<file path="src/rtl/tcb_lib_pkg.sv">
// Shared TCB library types and helpers: demux pipe entry and address decode.
// Latency: n/a (types and a combinational function only).
// Backpressure: n/a.
package tcb_lib_pkg;

  // Upper bounds for the generic decode helper; callers zero-extend into these.
  localparam int TCB_ADR_MAX = 64;
  localparam int TCB_MPN_MAX = 16;
  localparam int TCB_MPL_MAX = 4;

  // One slot of the response-tracking pipe.
  typedef struct packed {
    logic                   act;
    logic [TCB_MPL_MAX-1:0] sel;
    logic                   miss;
  } tcb_dmx_ent_t;

  // Decode result: miss flag and winning port index.
  typedef struct packed {
    logic                   miss;
    logic [TCB_MPL_MAX-1:0] sel;
  } tcb_dec_t;

  typedef logic [TCB_MPN_MAX-1:0][TCB_ADR_MAX-1:0] tcb_adr_tbl_t;

  // Lowest matching port wins: scan downward so the last hit is the lowest index.
  function automatic tcb_dec_t tcb_decode(
    input logic [TCB_ADR_MAX-1:0] adr,
    input tcb_adr_tbl_t           dam,
    input tcb_adr_tbl_t           dav,
    input int                     mpn
  );
    tcb_dec_t r;
    r.miss = 1'b1;
    r.sel  = '0;
    for (int i = TCB_MPN_MAX-1; i >= 0; i--) begin
      if ((i < mpn) && ((adr & dam[i]) == dav[i])) begin
        r.miss = 1'b0;
        r.sel  = TCB_MPL_MAX'(i);
      end
    end
    return r;
  endfunction

endpackage

</file>
<file path="src/rtl/tcb_lib_decoder.sv">
// Combinational address decoder: address -> {sel, miss} against mask/value table.
// Latency: 0 cycles (pure combinational).
// Backpressure: none; output follows adr directly.
module tcb_lib_decoder #(
  parameter int                         ADR = 32,
  parameter int                         MPN = 3,
  parameter int                         SW  = 2,
  parameter logic [MPN-1:0][ADR-1:0]    DAM = {32'hFFFF_0000, 32'hFFFF_F000, 32'hFFFF_F000},
  parameter logic [MPN-1:0][ADR-1:0]    DAV = {32'h0001_0000, 32'h0000_1000, 32'h0000_0000}
)(
  input  logic [ADR-1:0] adr,
  output logic [SW-1:0]  sel,
  output logic           miss
);
  import tcb_lib_pkg::*;

  if (ADR > TCB_ADR_MAX) begin : g_bad_adr
    $error("tcb_lib_decoder: ADR exceeds decode helper width");
  end
  if (MPN > TCB_MPN_MAX) begin : g_bad_mpn
    $error("tcb_lib_decoder: MPN exceeds decode helper port count");
  end

  tcb_adr_tbl_t dam_x;
  tcb_adr_tbl_t dav_x;
  tcb_dec_t     dec;

  // Widen the parameter tables into the helper's fixed-size form and decode.
  always_comb begin
    dam_x = '0;
    dav_x = '0;
    for (int i = 0; i < MPN; i++) begin
      dam_x[i] = TCB_ADR_MAX'(DAM[i]);
      dav_x[i] = TCB_ADR_MAX'(DAV[i]);
    end
    dec  = tcb_decode(TCB_ADR_MAX'(adr), dam_x, dav_x, MPN);
    sel  = SW'(dec.sel);
    miss = dec.miss;
  end

endmodule

</file>
<file path="src/rtl/tcb_lib_demultiplexer.sv">
// Address-decoding TCB demux: steers one manager stream to MPN subordinates.
// Latency: request path 0 cycles; response returned DLY cycles after transfer.
// Backpressure: s_rdy follows selected port's m_rdy; decode misses always accepted.
module tcb_lib_demultiplexer #(
  parameter int                         ADR = 32,
  parameter int                         DAT = 32,
  parameter int                         UNT = 8,
  parameter int                         BEN = DAT/UNT,
  parameter int                         DLY = 1,
  parameter int                         MPN = 3,
  parameter int                         MPL = $clog2(MPN),
  parameter logic [MPN-1:0][ADR-1:0]    DAM = {32'hFFFF_0000, 32'hFFFF_F000, 32'hFFFF_F000},
  parameter logic [MPN-1:0][ADR-1:0]    DAV = {32'h0001_0000, 32'h0000_1000, 32'h0000_0000},
  parameter int                         ECW = 16
)(
  input  logic                          clk,
  input  logic                          rst,
  // upstream request / response
  input  logic                          s_vld,
  input  logic                          s_wen,
  input  logic [ADR-1:0]                s_adr,
  input  logic [BEN-1:0]                s_ben,
  input  logic [DAT-1:0]                s_wdt,
  output logic                          s_rdy,
  output logic [DAT-1:0]                s_rdt,
  output logic                          s_err,
  // per-port request / response
  output logic [MPN-1:0]                m_vld,
  output logic [MPN-1:0]                m_wen,
  output logic [MPN-1:0][ADR-1:0]       m_adr,
  output logic [MPN-1:0][BEN-1:0]       m_ben,
  output logic [MPN-1:0][DAT-1:0]       m_wdt,
  input  logic [MPN-1:0]                m_rdy,
  input  logic [MPN-1:0][DAT-1:0]       m_rdt,
  input  logic [MPN-1:0]                m_err,
  // decode-error statistics
  output logic [ECW-1:0]                dec_cnt
);
  import tcb_lib_pkg::*;

  // Select width never collapses to zero bits, even for a single port.
  localparam int SW = (MPL > 0) ? MPL : 1;

  if ((DLY < 1) || (DLY > 8)) begin : g_bad_dly
    $error("tcb_lib_demultiplexer: DLY must be in 1..8");
  end
  if (SW > TCB_MPL_MAX) begin : g_bad_mpl
    $error("tcb_lib_demultiplexer: select width exceeds pipe entry field");
  end

  logic [SW-1:0] dec_sel;
  logic          dec_miss;
  logic          xfer;
  tcb_dmx_ent_t  pipe [DLY];
  tcb_dmx_ent_t  tail;
  logic [SW-1:0] tail_sel;

  tcb_lib_decoder #(
    .ADR (ADR),
    .MPN (MPN),
    .SW  (SW),
    .DAM (DAM),
    .DAV (DAV)
  ) u_dec (
    .adr  (s_adr),
    .sel  (dec_sel),
    .miss (dec_miss)
  );

  // Request payload is broadcast; only m_vld is steered.
  assign m_wen = {MPN{s_wen}};
  assign m_adr = {MPN{s_adr}};
  assign m_ben = {MPN{s_ben}};
  assign m_wdt = {MPN{s_wdt}};

  // Raise valid only on the decoded port, and never while in reset.
  always_comb begin
    m_vld = '0;
    if (s_vld && rst && !dec_miss) begin
      m_vld[dec_sel] = 1'b1;
    end
  end

  // Misses are absorbed locally, so they are always ready.
  assign s_rdy = rst & (dec_miss | m_rdy[dec_sel]);
  assign xfer  = s_vld & s_rdy;

  // Shift the selection of every cycle down the pipe; idle cycles carry act=0.
  always_ff @(posedge clk or negedge rst) begin
    if (!rst) begin
      for (int i = 0; i < DLY; i++) begin
        pipe[i] <= '0;
      end
    end else begin
      pipe[0].act  <= xfer;
      pipe[0].sel  <= TCB_MPL_MAX'(dec_sel);
      pipe[0].miss <= dec_miss;
      for (int i = 1; i < DLY; i++) begin
        pipe[i] <= pipe[i-1];
      end
    end
  end

  assign tail     = pipe[DLY-1];
  assign tail_sel = SW'(tail.sel);

  // Return the response from the port stored at transfer time, not the current one.
  always_comb begin
    s_rdt = '0;
    s_err = 1'b0;
    if (tail.act) begin
      if (tail.miss) begin
        s_err = 1'b1;
      end else begin
        s_rdt = m_rdt[tail_sel];
        s_err = m_err[tail_sel];
      end
    end
  end

  // Count accepted decode misses, holding at all-ones instead of wrapping.
  always_ff @(posedge clk or negedge rst) begin
    if (!rst) begin
      dec_cnt <= '0;
    end else if (xfer && dec_miss && (dec_cnt != '1)) begin
      dec_cnt <= dec_cnt + ECW'(1);
    end
  end

endmodule

</file>
<file path="config.mk">
export PLATFORM = sky130hd
export DESIGN_NAME = tcb_lib_demultiplexer
export DESIGN_NICKNAME = d
export VERILOG_FILES = /design/src/rtl/tcb_lib_pkg.sv /design/src/rtl/tcb_lib_decoder.sv /design/src/rtl/tcb_lib_demultiplexer.sv
export SDC_FILE = /design/constraint.sdc
export NUM_CORES = 1
export LEC_CHECK = 0
export ABC_AREA = 1
export CAP_MARGIN = 20
export CORE_AREA = 3 3 167 169
export CTS_BUF_LIST = sky130_fd_sc_hd__clkbuf_2 sky130_fd_sc_hd__clkbuf_4 sky130_fd_sc_hd__clkbuf_8
export DETAILED_ROUTE_END_ITERATION = 8
export DIE_AREA = 0 0 170 172
export GPL_TIMING_DRIVEN = 0
export HOLD_SLACK_MARGIN = 0.1
export SETUP_SLACK_MARGIN = 0.1
export SLEW_MARGIN = 20
export SYNTH_ARGS = -nofsm -noshare
export SYNTH_HDL_FRONTEND = slang
export SYNTH_SLANG_ARGS = --single-unit
</file>
<file path="constraint.sdc">
create_clock -name clk -period 2.1 [get_ports clk]
set_input_delay 0.42 -clock clk [delete_from_list [all_inputs] [get_ports clk]]
set_output_delay 0.42 -clock clk [all_outputs]
set_load 0.005 [all_outputs]
</file>
# Yosys cells after proc, flatten, opt, wreduce, memory -nomap -nowiden
# Index checks and enable logic that the tools add are counted.
[classes] muxes=16 order_cmp=3 n_shift=0 n_eq_ne=3 reduce_logical=7 n_div=0 bitwise=3 n_addsub=1 n_mul=0
[op_table] op="$mux W32" count=3
[op_table] op="$bmux W32 S2" count=1
[op_table] op="$logic_not A64 Y1" count=1
[op_table] op="$eq A20 B1 Y1 const B" count=1
[op_table] op="$add A16 B1 Y16 const B" count=1
[op_table] op="$eq A16 B1 Y1 const B" count=1
[op_table] op="$ne A16 B16 Y1 const B" count=1
[op_table] op="$mux W5" count=3
[op_table] op="$lt A2 B3 Y1 const B" count=2
[op_table] op="$logic_and A1 B1 Y1" count=5
[op_table] op="$mux W1" count=5
[op_table] op="$bmux W1 S2" count=2
[op_table] op="$mux W3" count=1
[op_table] op="$and A1 B1 Y1" count=2
[op_table] op="$demux W1 S2" count=1
[op_table] op="$ge A2 B1 Y1 const B" count=1
[op_table] op="$logic_not A1 Y1" count=1
[op_table] op="$or A1 B1 Y1" count=1
[totals] reg_bits=20 ram_bits=0 mem_count=0 in_bits=174 latchBits=0 mem_bits_ro=0 word_cells=37

# Logic depth before layout (Yosys ltp)
[depth] word_depth=11 mapped_depth=9 depth_no_buf=8

# Hierarchy
# A second synthesis with hierarchy kept.
[hier_totals] cells_unflattened=563 hier_area_um2=3709.8
[by_module_without_submodules] module="tcb_lib_demultiplexer" instances=1 area_per_inst_um2=3558.4 cells_each=530 seq_area_each_um2=500.5
[by_module_without_submodules] module="tcb_lib_decoder" instances=1 area_per_inst_um2=151.4 cells_each=33 seq_area_each_um2=0.0

# Least setup slack after synthesis
# Ideal clock, no wire load.
[synth_path] path_kind="reg-to-reg" startpoint="register dec_cnt[0]" endpoint="register dec_cnt[5]" stages_incl_launch_ff=10 path_buffers=1 setup_time_ns=0.120 path_slack_ns=0.464 arrival_time_ns=1.515 cell_sequence="dfrtp_1 -> ha_1 -> nand3_2 -> nor2_4 -> nand2_2 -> nor3_4 -> nor2_4 -> buf_6 -> nand2_1 -> nand2_1"
[synth_between] elab_chain_cells=2 elab_cells_between_ends=3 cone_classes="add/sub (1); eq/ne (1); reduce/logical (1)"
[synth_lines] item="start: declaration" line="tcb_lib_demultiplexer.sv:37" text="output logic [ECW-1:0] dec_cnt"
[synth_lines] item="start signal: assignment" line="tcb_lib_demultiplexer.sv:126" text="dec_cnt <= dec_cnt + ECW'(1);"
[synth_lines] item="branches (longest 2 deep; another with $add A16 B1 Y16)"
# Several ways; the timed one is not identified.
# A chain may end at the register's enable or synchronous reset.

# Final worst setup path
[layout_path] startpoint="register pipe[1] in the netlist's numbering" endpoint="output port s_rdt[30]"
[layout_between] elab_chain_cells=4
[layout_lines] item="start: declaration" line="tcb_lib_demultiplexer.sv:54" text="tcb_dmx_ent_t pipe [DLY];"
[layout_lines] item="start signal: indexed assignment" line="tcb_lib_demultiplexer.sv:99" text="pipe[i] <= pipe[i-1];"
[layout_lines] item="$bmux W32 S2" line="tcb_lib_demultiplexer.sv:115" text="s_rdt = m_rdt[tail_sel];"
[layout_lines] item="$mux W32 (not written as such)" line="tcb_lib_demultiplexer.sv:115"
[layout_lines] item="$mux W32" line="tcb_lib_demultiplexer.sv:112" text="if (tail.miss) begin"
[layout_lines] item="$mux W32" line="tcb_lib_demultiplexer.sv:111" text="if (tail.act) begin"
[layout_lines] item="end: declaration" line="tcb_lib_demultiplexer.sv:25" text="output logic [DAT-1:0] s_rdt,"
# Every way passes these cells. The select of a mux whose other input is x is not followed.

==> reports/metrics.cfg <==
[status]
status=completed

[cts]
cts_tree=built
htreeDepth=1
clock_sinks=20
clkTransAtPathRegs_ns=0.07
clock_latency_ns=0.26
cts-root-buf=clkbuf_8
cts_made_buffers=3
clk_path_buf_depth=2

[floorplanning]
die_h_um=172
start_util_pct=13.54
ios=434
die_x_um=170
rows=60
die_area_um2=29240
coreArea_um2=26730

[placed_design]
port_buffers=384
dp_hpwl_mm=15.27
place.gp.congestion=0.8216
post-place-ws_ns=-1.014

[run]
maxCapViolations=0

[power]
p_seq_share_pct=23.3
p_leak_nw=4.047
pwr-share-comb_pct=62.3
swShare_pct=26.69
clockPowerShare_pct=14.3
switching_power_uw=549.2
intPower_mw=1.509
power.density_nw_per_um2=235.1
worst_ir_drop_vdd_uv=340.2

[layout]
final_common_cell=clkdlybuf4s50_1
n_fill_cell=2815
final_cell_mix=326 x clkdlybuf4s50_1, 236 x buf_4, 70 x nor2_1
multi_input_area_um2=1832
num-nets-final=1141
regArea_um2=503.0
drive_gt1_share_pct=42.69
areaGrowthSynthToFinish_pct=141.8

[grt]
grt_max_degree=23
grt_pass1_wl_mm=26.08
grt_use_total_pct=11.14
overflow=0
antenna_found_initial=2
grt_pass1_vias=4583

[drt]
viasPerCell=3.653
drt_iter0_drc=107
wirelength_mm=18.93
drtAntennaViolNets=0
wl_met3_mm=1.427
dr_wl_met2_mm=10.19
vias=4778
dr.pass1.iters=4
met1_length_mm=7.110
drc_errors=0
top_layer=met4
wl_per_cell_um=14.47

[critical_path]
r2r_slack_ns=0.28
critPathBufInv=4
r2r-start=dec_cnt[0]
critPathMaxStageDelay_ns=0.43
critPathMaxFanout=7
worstSetupPathType=register to output pin
crit_arrival_ns=1.66
critPathSlowestCell=dfrtp_2
cp_cell_sequence=buf_12 > clkbuf_16 > buf_8 > o21ai_2 > a2bb2oi_2 > nor2_2 > buf_2
critPathCaptureType=output pin
required_ns=1.68
crit_family=buffers and inverters
r2r_cells=9
startpoint_type=register
r2r_end=dec_cnt[4]

[sta]
fmax_mhz=481.0
finalSetupViolCount=0
holdWs_ns=0.5746
setup_ws_ns=0.02107
rsz0062_at_grt=yes
tightest_slew_ns=0.5140
hold_viol_final=0
slew_headroom_pct=65.62
fin_crit_sh_pct=99.00
finClkSkew_ns=0.004814
slew_viol_final=0
min_period_ns=2.079

[yosys]
synth_seq_area_share_pct=13.83
avgSynthCellArea_um2=6.741
ys_ff_latch=20
netlist_instances=537
synth_warnings=0
syn_nets=712
synth_area_um2=3620
synth_cell_types=26

[hold_path]
hold_end=dec_cnt[1]
hold_path.class=register to register
hp-start=dec_cnt[1]
holdPathStages=2

final cells by class:
cell class | count | area share [%]
clock buffer | 4 | 0.6290
multi-input combinational | 272 | 20.93
timing repair buffer | 425 | 45.85
tap | 341 | 4.875
sequential | 20 | 5.747
antenna | 2 | 0.05718
inverter | 20 | 1.029
buffer | 224 | 20.89
routing by layer:
layer | up-vias | GRT usage [%]
li1 | 2382 | -
met1 | 2175 | 12.60
met2 | 209 | 21.80
met3 | 12 | 2.401
met4 | 0 | 1.658
met5 | - | 0
cells by family after synthesis:
family / after synthesis / synth area share (%)
fa+ha+maj: 1 / 0.3456
simple gates: 172 / 20.01
compound gates: 85 / 15.11
xor+xnor: 14 / 3.388
buf+inv: 245 / 47.32
flops: 20 / 13.83
worst min-delay path: stages, from the launching register on:
cell     delay, ns
dfrtp_1       0.40
o21ai_1       0.08
nand2_1       0.06
power groups by stage:
stage / registers, mW / clock network, mW / logic [mW]
after floorplan: 0.476 / 0 / 0.454
after CTS: 0.480 / 0.308 / 1.26
after detailed placement: 0.487 / 0 / 1.24
final: 0.480 / 0.295 / 1.28
after global placement: 0.485 / 0 / 1.23
after global routing: 0.492 / 0.320 / 1.38
sequential cells by signal, indices dropped and copies added (netlist names):
| register | count |
|---|---|
| pipe | 4 |
| dec_cnt | 16 |
worst max path at each step:
stage	from	endpoint	slack, ns	depth (start not counted)
5_1_grt	pipe[1]	s_err	-0.03	8
6_report	pipe[1]	s_rdt[30]	0.02	7
3_3_place_gp	rst	m_vld[0]	-1.01	6
3_5_place_dp	rst	m_vld[0]	-1.01	6
2_1_floorplan	dec_cnt[0]	dec_cnt[5]	0.46	9
4_1_cts	pipe[2]	s_rdt[28]	0.02	7
cell usage after synthesis:
cell / number / area share (%)
nor2_2: 2 / 0.35
inv_1: 20 / 2.1
ha_1: 1 / 0.35
nor3_4: 1 / 0.45
buf_4: 207 / 43
nor3_1: 3 / 0.41
and2_1: 2 / 0.35
buf_2: 1 / 0.14
buf_1: 1 / 0.10
nand2_1: 53 / 5.5
dfrtp_1: 20 / 14
nor2_4: 2 / 0.62
nand4_1: 5 / 0.86
nand2_2: 2 / 0.35
clkbuf_1: 14 / 1.5
nand3_2: 1 / 0.28
buf_6: 2 / 0.62
nor2_1: 90 / 9.3
o21ai_1: 10 / 1.4
a2bb2oi_1: 32 / 7.7
o21ai_0: 40 / 5.5
xnor2_1: 7 / 1.7
a21oi_1: 2 / 0.28
nand3_1: 11 / 1.5
xor2_1: 7 / 1.7
a31oi_1: 1 / 0.17
what timing repair did:
item / in CTS / in global routing
resized for setup: 346 / 94
hold buffers: 0 / 2
cloned: 6 / 2
hold endpoints to repair: 0 / 11
buffers inserted: 24 / 11
endpoints found under the setup margin: 92 / 47
pin swaps: 46 / 40
stage by stage:
step	TNS, ns	cell area, um2	std cells	util, %	total power [mW]
6_report	0	8752	1308	32.75	2.058
5_1_grt	-0.05555	8752	1308	32.75	2.187
4_1_cts	0	8542	1296	31.96	2.052
3_5_place_dp	-33.41	7890	1262	29.52	1.726
3_3_place_gp	-33.44	7890	1262	29.52	1.719
2_1_floorplan	0	3620	537	-	0.9301
Power figures use the tool's default switching activity.
